$ cat config.mk
export PLATFORM = sky130hd
export DESIGN_NAME = serial_subtractor
export DESIGN_NICKNAME = d
export VERILOG_FILES = /design/src/rtl/serial_subtractor.sv
export SDC_FILE = /design/constraint.sdc
export NUM_CORES = 1
export LEC_CHECK = 0
export CAP_MARGIN = 30
export CORE_MARGIN = 1
export CORE_UTILIZATION = 44
export CTS_CLUSTER_DIAMETER = 60
export DETAILED_ROUTE_END_ITERATION = 12
export GPL_ROUTABILITY_DRIVEN = 0
export HOLD_SLACK_MARGIN = 0.12
export PLACE_DENSITY_LB_ADDON = 0.15
export SLEW_MARGIN = 20
export SYNTH_ARGS = -nofsm -noshare
export SYNTH_HDL_FRONTEND = slang
export SYNTH_SLANG_ARGS = --single-unit
$ cat constraint.sdc
create_clock -name clk -period 5.1 [get_ports clk]
set_input_delay 1.02 -clock clk [delete_from_list [all_inputs] [get_ports clk]]
set_output_delay 1.02 -clock clk [all_outputs]
set_load 0.01 [all_outputs]
$ cat src/rtl/serial_subtractor.sv
// Bit-serial subtractor: computes D = a - b - bin (mod 2^WIDTH) and the borrow-out B,
// processing one bit per clock, LSB first.
//
// Ports:
//   clk   - clock, all state updates on the rising edge
//   rst   - synchronous, active-high reset
//   start - begin a subtraction (accepted in IDLE or DONE, ignored while busy)
//   a, b  - minuend and subtrahend, WIDTH bits
//   bin   - borrow-in
//   busy  - high while bits are being processed
//   done  - one-cycle pulse when D/B have just been updated
//   D     - difference, held until the next completed operation
//   B     - borrow-out (a < b + bin, unsigned), held like D
module serial_subtractor #(
  parameter int unsigned WIDTH = 8
) (
  input  logic             clk,
  input  logic             rst,
  input  logic             start,
  input  logic [WIDTH-1:0] a,
  input  logic [WIDTH-1:0] b,
  input  logic             bin,
  output logic             busy,
  output logic             done,
  output logic [WIDTH-1:0] D,
  output logic             B
);

  // Counter must hold 0..WIDTH-1 without wrapping; at least one bit wide.
  localparam int unsigned CntW = ($clog2(WIDTH + 1) > 1) ? $clog2(WIDTH + 1) : 1;
  localparam logic [CntW-1:0] LastBit = CntW'(WIDTH - 1);

  typedef enum logic [1:0] {StIdle, StRun, StDone} state_e;

  state_e           state_q, state_d;
  logic [CntW-1:0]  cnt_q, cnt_d;
  logic [WIDTH-1:0] a_q, a_d;
  logic [WIDTH-1:0] b_q, b_d;
  logic [WIDTH-1:0] res_q, res_d;
  logic [WIDTH-1:0] diff_q, diff_d;
  logic             br_q, br_d;
  logic             bout_q, bout_d;

  logic             a_bit, b_bit, d_bit, br_next;
  logic [WIDTH-1:0] res_upd;

  // Single-bit full-subtractor slice on the bit selected by the counter.
  always_comb begin
    a_bit = 1'b0;
    b_bit = 1'b0;
    for (int unsigned i = 0; i < WIDTH; i++) begin
      if (cnt_q == CntW'(i)) begin
        a_bit = a_q[i];
        b_bit = b_q[i];
      end
    end
    d_bit   = a_bit ^ b_bit ^ br_q;
    br_next = (~a_bit & b_bit) | (~(a_bit ^ b_bit) & br_q);
    res_upd = res_q;
    for (int unsigned i = 0; i < WIDTH; i++) begin
      if (cnt_q == CntW'(i)) begin
        res_upd[i] = d_bit;
      end
    end
  end

  // State register plus datapath registers.
  always_ff @(posedge clk) begin
    if (rst) begin
      state_q <= StIdle;
      cnt_q   <= '0;
      a_q     <= '0;
      b_q     <= '0;
      res_q   <= '0;
      diff_q  <= '0;
      br_q    <= 1'b0;
      bout_q  <= 1'b0;
    end else begin
      state_q <= state_d;
      cnt_q   <= cnt_d;
      a_q     <= a_d;
      b_q     <= b_d;
      res_q   <= res_d;
      diff_q  <= diff_d;
      br_q    <= br_d;
      bout_q  <= bout_d;
    end
  end

  // Next-state logic.
  always_comb begin
    state_d = state_q;
    unique case (state_q)
      StIdle, StDone: state_d = start ? StRun : StIdle;
      StRun:          if (cnt_q == LastBit) state_d = StDone;
      default:        state_d = StIdle;
    endcase
  end

  // Datapath next-state: operands are only sampled when an operation is accepted.
  always_comb begin
    cnt_d  = cnt_q;
    a_d    = a_q;
    b_d    = b_q;
    res_d  = res_q;
    diff_d = diff_q;
    br_d   = br_q;
    bout_d = bout_q;
    unique case (state_q)
      StIdle, StDone: begin
        if (start) begin
          a_d   = a;
          b_d   = b;
          br_d  = bin;
          cnt_d = '0;
          res_d = '0;
        end
      end
      StRun: begin
        br_d  = br_next;
        res_d = res_upd;
        if (cnt_q == LastBit) begin
          // Publish on the edge that enters DONE; D/B stay frozen during RUN.
          diff_d = res_upd;
          bout_d = br_next;
        end else begin
          cnt_d = cnt_q + CntW'(1);
        end
      end
      default: ;
    endcase
  end

  // Output logic.
  always_comb begin
    busy = (state_q == StRun);
    done = (state_q == StDone);
    D    = diff_q;
    B    = bout_q;
  end

endmodule

==> run_results.csv, run 1 <==
group,metric,value,unit
synthesis,synth_largest_area_cell,"dfxtp_1",
synthesis,synth_edf_count,0,
sta,max_freq,333,MHz
global_routing,grt_overflow,0,
synthesis,synth_common_cells,"42 x nand2_1, 40 x a21oi_1, 39 x dfxtp_1, 11 x clkbuf_1, 11 x nand3_1",
floorplan,die_height,67.1,µm
placement,place_ws,2.14,ns
synthesis,synth-main-ff-cell,"dfxtp_1",
sta,slew_violations,0,
clock_tree,cts_made_buffers,5,
flow_run,maxCapViolations,0,
synthesis,syn_inst,228,
critical_path,crit_type,"reg2reg",
placement,io_buffers,30,
cells_and_area,num_antenna_cells,0,
critical_path,crit_slowest_cell,"fa_1",
sta,setup_viol,0,
routing,via_count,1566,
placement,dpl_cell_area,2160,µm²
sta,skew,0.00425,ns
routing,ant_nets,0,
worst_hold_path,holdCritPathClass,"reg2reg",
floorplan,core,4030,µm²
cells_and_area,syn_to_final_growth,19.4,%
synthesis,async_flop_share,0,
floorplan,die-area,4510,µm²
cells_and_area,stdcell_count,297,
routing,drtIter0Drc,114,
clock_tree,cts.root.buffer_cell,"clkbuf_8",
synthesis,yosysTopAreaCellShare,0.418,
synthesis,synth_area_leaders,"dfxtp_1 42%, a21oi_1 11%, nand2_1 8.4%",
clock_tree,cts.reportedPaths.clkPinSlew,0.07,ns
global_routing,grt_use_total,0.186,
clock_tree,cts_setup_buffers,0,
clock_tree,htree_levels,2,
floorplan,start_util,0.463,
sta,fin_ws,2.10,ns
cells_and_area,fin_util,0.553,
critical_path,critPathCaptureType,"flop",
critical_path,startpoint_type,"flop",
synthesis,synth_most_common_cell,"nand2_1",
placement,dp.cells,291,
global_routing,grt_max_degree,21,
clock_tree,clock_sink_count,39,
sta,post-route-period-util,0.589,
power,vdd_ir_drop_max,158,µV
critical_path,worstPathRequired,5.32,ns
critical_path,critPathMaxFanout,14,
clock_tree,clock_path_buffers,2,
synthesis,ys_ff_latch,39,
routing,firstDrtPassIters,4,
clock_tree,worstSkewPairLatency,0.29,ns
critical_path,crit_path_max_incr_delay,0.70,ns
floorplan,ios,31,
synthesis,syn-num-nets,253,
global_routing,grt_pass1_wl,6270,µm
synthesis,yosysUniqueCellTypes,38,
synthesis,syn_area_per_cell,8.19,µm²
clock_tree,holdBufCountCts,0,
global_routing,antenna_found_initial,0,
sta,worst_pin_slew,0.684,ns
power,leakagePower,0.845,nW
outcome,outcome,"complete, no violations",
sta,hold_viol,0,
sta,fin_tns_setup,0,ns
floorplan,rows,23,
clock_tree,tritoncts,"built",
power,power,0.604,mW
critical_path,crit_arrival,3.22,ns
routing,drcViolationCount,0,
sta,grt_setup_unrepaired,"no",
synthesis,synth_area,1870,µm²
cells_and_area,fill_cells,402,
sta,fin_crit,3.00,ns
synthesis,seq_area_frac_synth,0.418,
placement,dp_hpwl,2680,µm
sta,relSlewSlack,0.544,
routing,wl_per_cell,13.0,µm
routing,via_per_inst,5.27,
routing,finalWirelength,3860,µm
power,power_density,271,nW/µm²
sta,whs,0.456,ns
clock_tree,cts-resized-gates,0,
critical_path,crit_path_cell_trace,"inv_1, ha_1, nand3b_1, a221oi_2, o22ai_1, o2bb2ai_1, fa_1, and2_0, nand3_1, a21oi_1",
cells_and_area,postLayoutCellArea,2230,µm²
global_routing,first_global_vias,1345,
floorplan,fp.dieW,67.1,µm
cells_and_area,final_layout_size_suffix_gt1_frac,0.0567,
synthesis,ys_warn_count,0,
cells_and_area,nets,273,
-- per-layer routing --
| layer | track usage | share of wire | vias up |
|---|---|---|---|
| met5 | 0 | 0 | - |
| met4 | 0.0638 | 0.014 | 0 |
| met3 | 0.0456 | 0.047 | 7 |
| met2 | 0.271 | 0.42 | 41 |
| met1 | 0.266 | 0.52 | 698 |
| li1 | - | - | 820 |
-- worst max-delay path: cells and delay by family, from the launching register on --
kind                     cells  cell delay [ns]
AO/OA/AOI/OAI                4             0.62
AND/OR/NAND/NOR              3             0.76
buffers and inverters        1             0.08
adder cells (fa/ha/maj)      2             1.06
flip-flops                   1             0.40
-- area by class of cell --
cell class / count / area (µm²) / share of cell area
Multi-Input combinational cell: 161 / 956 / 0.429
Sequential cell: 39 / 781 / 0.350
Timing Repair Buffer: 32 / 323 / 0.145
Clock buffer: 6 / 72.6 / 0.0326
Tap cell: 50 / 62.6 / 0.0281
Inverter: 9 / 33.8 / 0.0152
-- worst paths after layout --
| path | to | from | cells past startpoint | slack, ns |
|---|---|---|---|---|
| max | res_q[1] | cnt_q[1] | 10 | 2.10 |
| min | b_q[1] | b_q[1] | 2 | 0.46 |
| max reg2reg | res_q[1] | cnt_q[1] | 10 | 2.10 |
| min reg2reg | b_q[1] | b_q[1] | 2 | 0.46 |
-- cell usage in the layout (no fill, tap or decap), types with 2 or more instances in the layout --
cell type        instances
a21oi_1                 40
a221oi_2                 2
clkbuf_8                 5
clkdlybuf4s50_1         30
dfxtp_1                 39
ha_1                     4
inv_1                    7
mux2i_1                  7
nand2_1                 42
nand2b_1                 4
nand3_1                 11
nand3b_1                 3
nor2_1                   9
nor2b_1                  3
nor3_1                   2
nor3b_1                  2
o21ai_0                  6
o22ai_1                  2
o2bb2ai_1                9
-- registers in the layout, indices dropped and copies added, names as in the netlist --
signal / flops
a_q: 8
B: 1
br_q: 1
state_q: 2
res_q: 7
D: 8
cnt_q: 4
b_q: 8
-- where the power goes --
group	internal, mW	leakage, nW	switching, mW	total, mW
clock	0.0912	0.0371	0.102	0.193
combinational	0.0395	0.490	0.0499	0.0894
sequential	0.315	0.317	0.00635	0.321
-- kinds of logic (layout without fill, tap and decap cells) --
logic type	after synthesis	count (layout)	synth area share
adders and majority gates	5	5	0.0375
buffers and inverters	28	47	0.0697
and+or+nand+nor	85	85	0.226
AOI/OAI and AO/OA	63	63	0.206
muxes	7	7	0.0375
DFF	39	39	0.418
xor gates and xnor gates	1	1	0.00469
Note: power is estimated with default switching activity, not from simulation.
==> run 2, diff against run 1 <==
==> constraint.sdc (replaced) <==
create_clock -name clk -period 2.67 [get_ports clk]
set_input_delay 0.534 -clock clk [delete_from_list [all_inputs] [get_ports clk]]
set_output_delay 0.534 -clock clk [all_outputs]
set_load 0.01 [all_outputs]
==> run_results.csv, run 2 (synthesis results as in run 1) <==
group,metric,value,unit
placement,dp_hpwl,2790,µm
global_routing,first_global_vias,1451,
global_routing,grt_use_total,0.202,
floorplan,die_height,67.1,µm
sta,worst_pin_slew,0.696,ns
cells_and_area,num_antenna_cells,0,
clock_tree,clock_path_buffers,2,
sta,skew,0.00684,ns
placement,io_buffers,30,
power,leakagePower,0.891,nW
clock_tree,worstSkewPairLatency,0.29,ns
routing,drcViolationCount,0,
routing,wl_met2,1730,µm
floorplan,ios,31,
routing,via_count,1634,
critical_path,crit_path_max_incr_delay,0.59,ns
power,internal-power,0.886,mW
critical_path,r2r_end,"res_q[4]",
critical_path,startpoint_type,"flop",
routing,ant_nets,0,
critical_path,crit_slowest_cell,"fa_2",
outcome,outcome,"complete, no violations",
sta,post-route-period-util,0.928,
placement,dpl_cell_area,2220,µm²
routing,dr.max_layer_used,"met4",
global_routing,grt_overflow,0,
sta,setup_viol,0,
clock_tree,cts.root.buffer_cell,"clkbuf_8",
clock_tree,holdBufCountCts,0,
routing,wl_per_cell,13.0,µm
critical_path,crit_type,"reg2reg",
critical_path,crit_end,"res_q[4]",
clock_tree,tritoncts,"built",
critical_path,critPathCaptureType,"flop",
sta,hold_viol,0,
clock_tree,htree_levels,2,
sta,max_freq,404,MHz
flow_run,maxCapViolations,0,
floorplan,die-area,4510,µm²
power,switchingPower,0.316,mW
power,pwr-share-seq,0.512,
routing,drtIter0Drc,68,
clock_tree,cts.reportedPaths.clkPinSlew,0.07,ns
cells_and_area,nets,282,
power,pwr-share-comb,0.172,
global_routing,grt_max_degree,30,
sta,fin_tns_setup,0,ns
routing,via_per_inst,5.31,
critical_path,worstSetupPathDepth,10,
power,clock_power_share,0.316,
floorplan,start_util,0.463,
power,swShare,0.263,
routing,firstDrtPassIters,4,
clock_tree,cts-resized-gates,0,
global_routing,antenna_found_initial,0,
critical_path,crit_path_cell_trace,"inv_1, ha_1, nand3b_1, a221oi_2, o22ai_1, o2bb2ai_1, fa_2, and2_4, nand3_1, a21oi_1",
critical_path,critPathMaxFanout,7,
cells_and_area,mostFrequentLayoutCell,"nand2_1",
critical_path,worstReg2RegStart,"cnt_q[1]",
critical_path,crit_start,"cnt_q[1]",
cells_and_area,syn_to_final_growth,24.2,%
critical_path,worstPathRequired,2.90,ns
routing,met3WireLength,163,µm
power,power_density,518,nW/µm²
sta,grt_setup_unrepaired,"no",
clock_tree,cts_setup_buffers,0,
critical_path,regToRegSetupSlack,0.19,ns
clock_tree,cts_made_buffers,5,
power,vdd_ir_drop_max,334,µV
critical_path,crit_buf_inv,1,
clock_tree,clock_sink_count,39,
cells_and_area,postLayoutCellArea,2320,µm²
critical_path,critPathTopFamily,"adder cells",
floorplan,fp.dieW,67.1,µm
routing,finalWirelength,4020,µm
critical_path,rr_worst_depth,10,
floorplan,core,4030,µm²
cells_and_area,final_cell_mix,"42 x nand2_1, 40 x a21oi_1, 38 x dfxtp_1, 30 x clkdlybuf4s50_1",
sta,fin_crit,2.48,ns
critical_path,crit_arrival,2.70,ns
cells_and_area,final_layout_size_suffix_gt1_frac,0.112,
floorplan,rows,23,
sta,relSlewSlack,0.536,
sta,slew_violations,0,
worst_hold_path,holdCritPathClass,"reg2reg",
global_routing,grt_pass1_wl,6820,µm
routing,wl_met1,2080,µm
[run 2: metrics by stage]
stage | hold slack (ns) | instances | util | worst slack, ns | total power [mW]
global route | 0.477 | 308 | 0.575 | 0.00524 | 1.26
global placement | 0.444 | 300 | 0.550 | 0.0890 | 0.821
CTS | 0.462 | 308 | 0.570 | 0.0260 | 1.20
floorplan | 0.431 | 228 | - | 0.0684 | 0.740
finish | 0.461 | 308 | 0.575 | 0.193 | 1.20
detailed placement | 0.450 | 300 | 0.550 | 0.0392 | 0.824
[run 2: layout make-up]
cell class / count / area [µm²]
fillers: 387 / 1710
multi-input cells: 161 / 976
flip-flops and latches: 39 / 782
repair buffers: 41 / 383
clock buffers: 7 / 76.3
well taps: 50 / 62.6
inverters: 9 / 33.8
clock inverters: 1 / 5.00
[run 2: power groups by stage]
| stage | clock network [mW] | logic [mW] | registers [mW] |
|---|---|---|---|
| 3_5_place_dp | 0 | 0.196 | 0.628 |
| 5_1_grt | 0.415 | 0.230 | 0.618 |
| 2_1_floorplan | 0 | 0.116 | 0.624 |
| 4_1_cts | 0.390 | 0.196 | 0.615 |
| 6_report | 0.380 | 0.207 | 0.616 |
| 3_3_place_gp | 0 | 0.193 | 0.628 |
[run 2: worst min-delay path: stages, from the launching register on]
cell     delay (ns)
dfxtp_1        0.31
nand2_1        0.05
a21oi_1        0.05
[run 2: metal layers]
metal,vias to the layer above,global-route usage
li1,837,-
met5,-,0
met2,37,0.290
met1,756,0.289
met4,0,0.0718
met3,4,0.0524
[run 2: worst min-delay path by stage]
stage                 from  endpoint  cells past startpoint
floorplan           a_q[5]    a_q[5]                      2
global placement    b_q[7]    b_q[7]                      2
detailed placement    D[1]      D[1]                      1
CTS                 b_q[4]    b_q[4]                      2
global route        b_q[7]    b_q[7]                      2
finish              b_q[4]    b_q[4]                      2
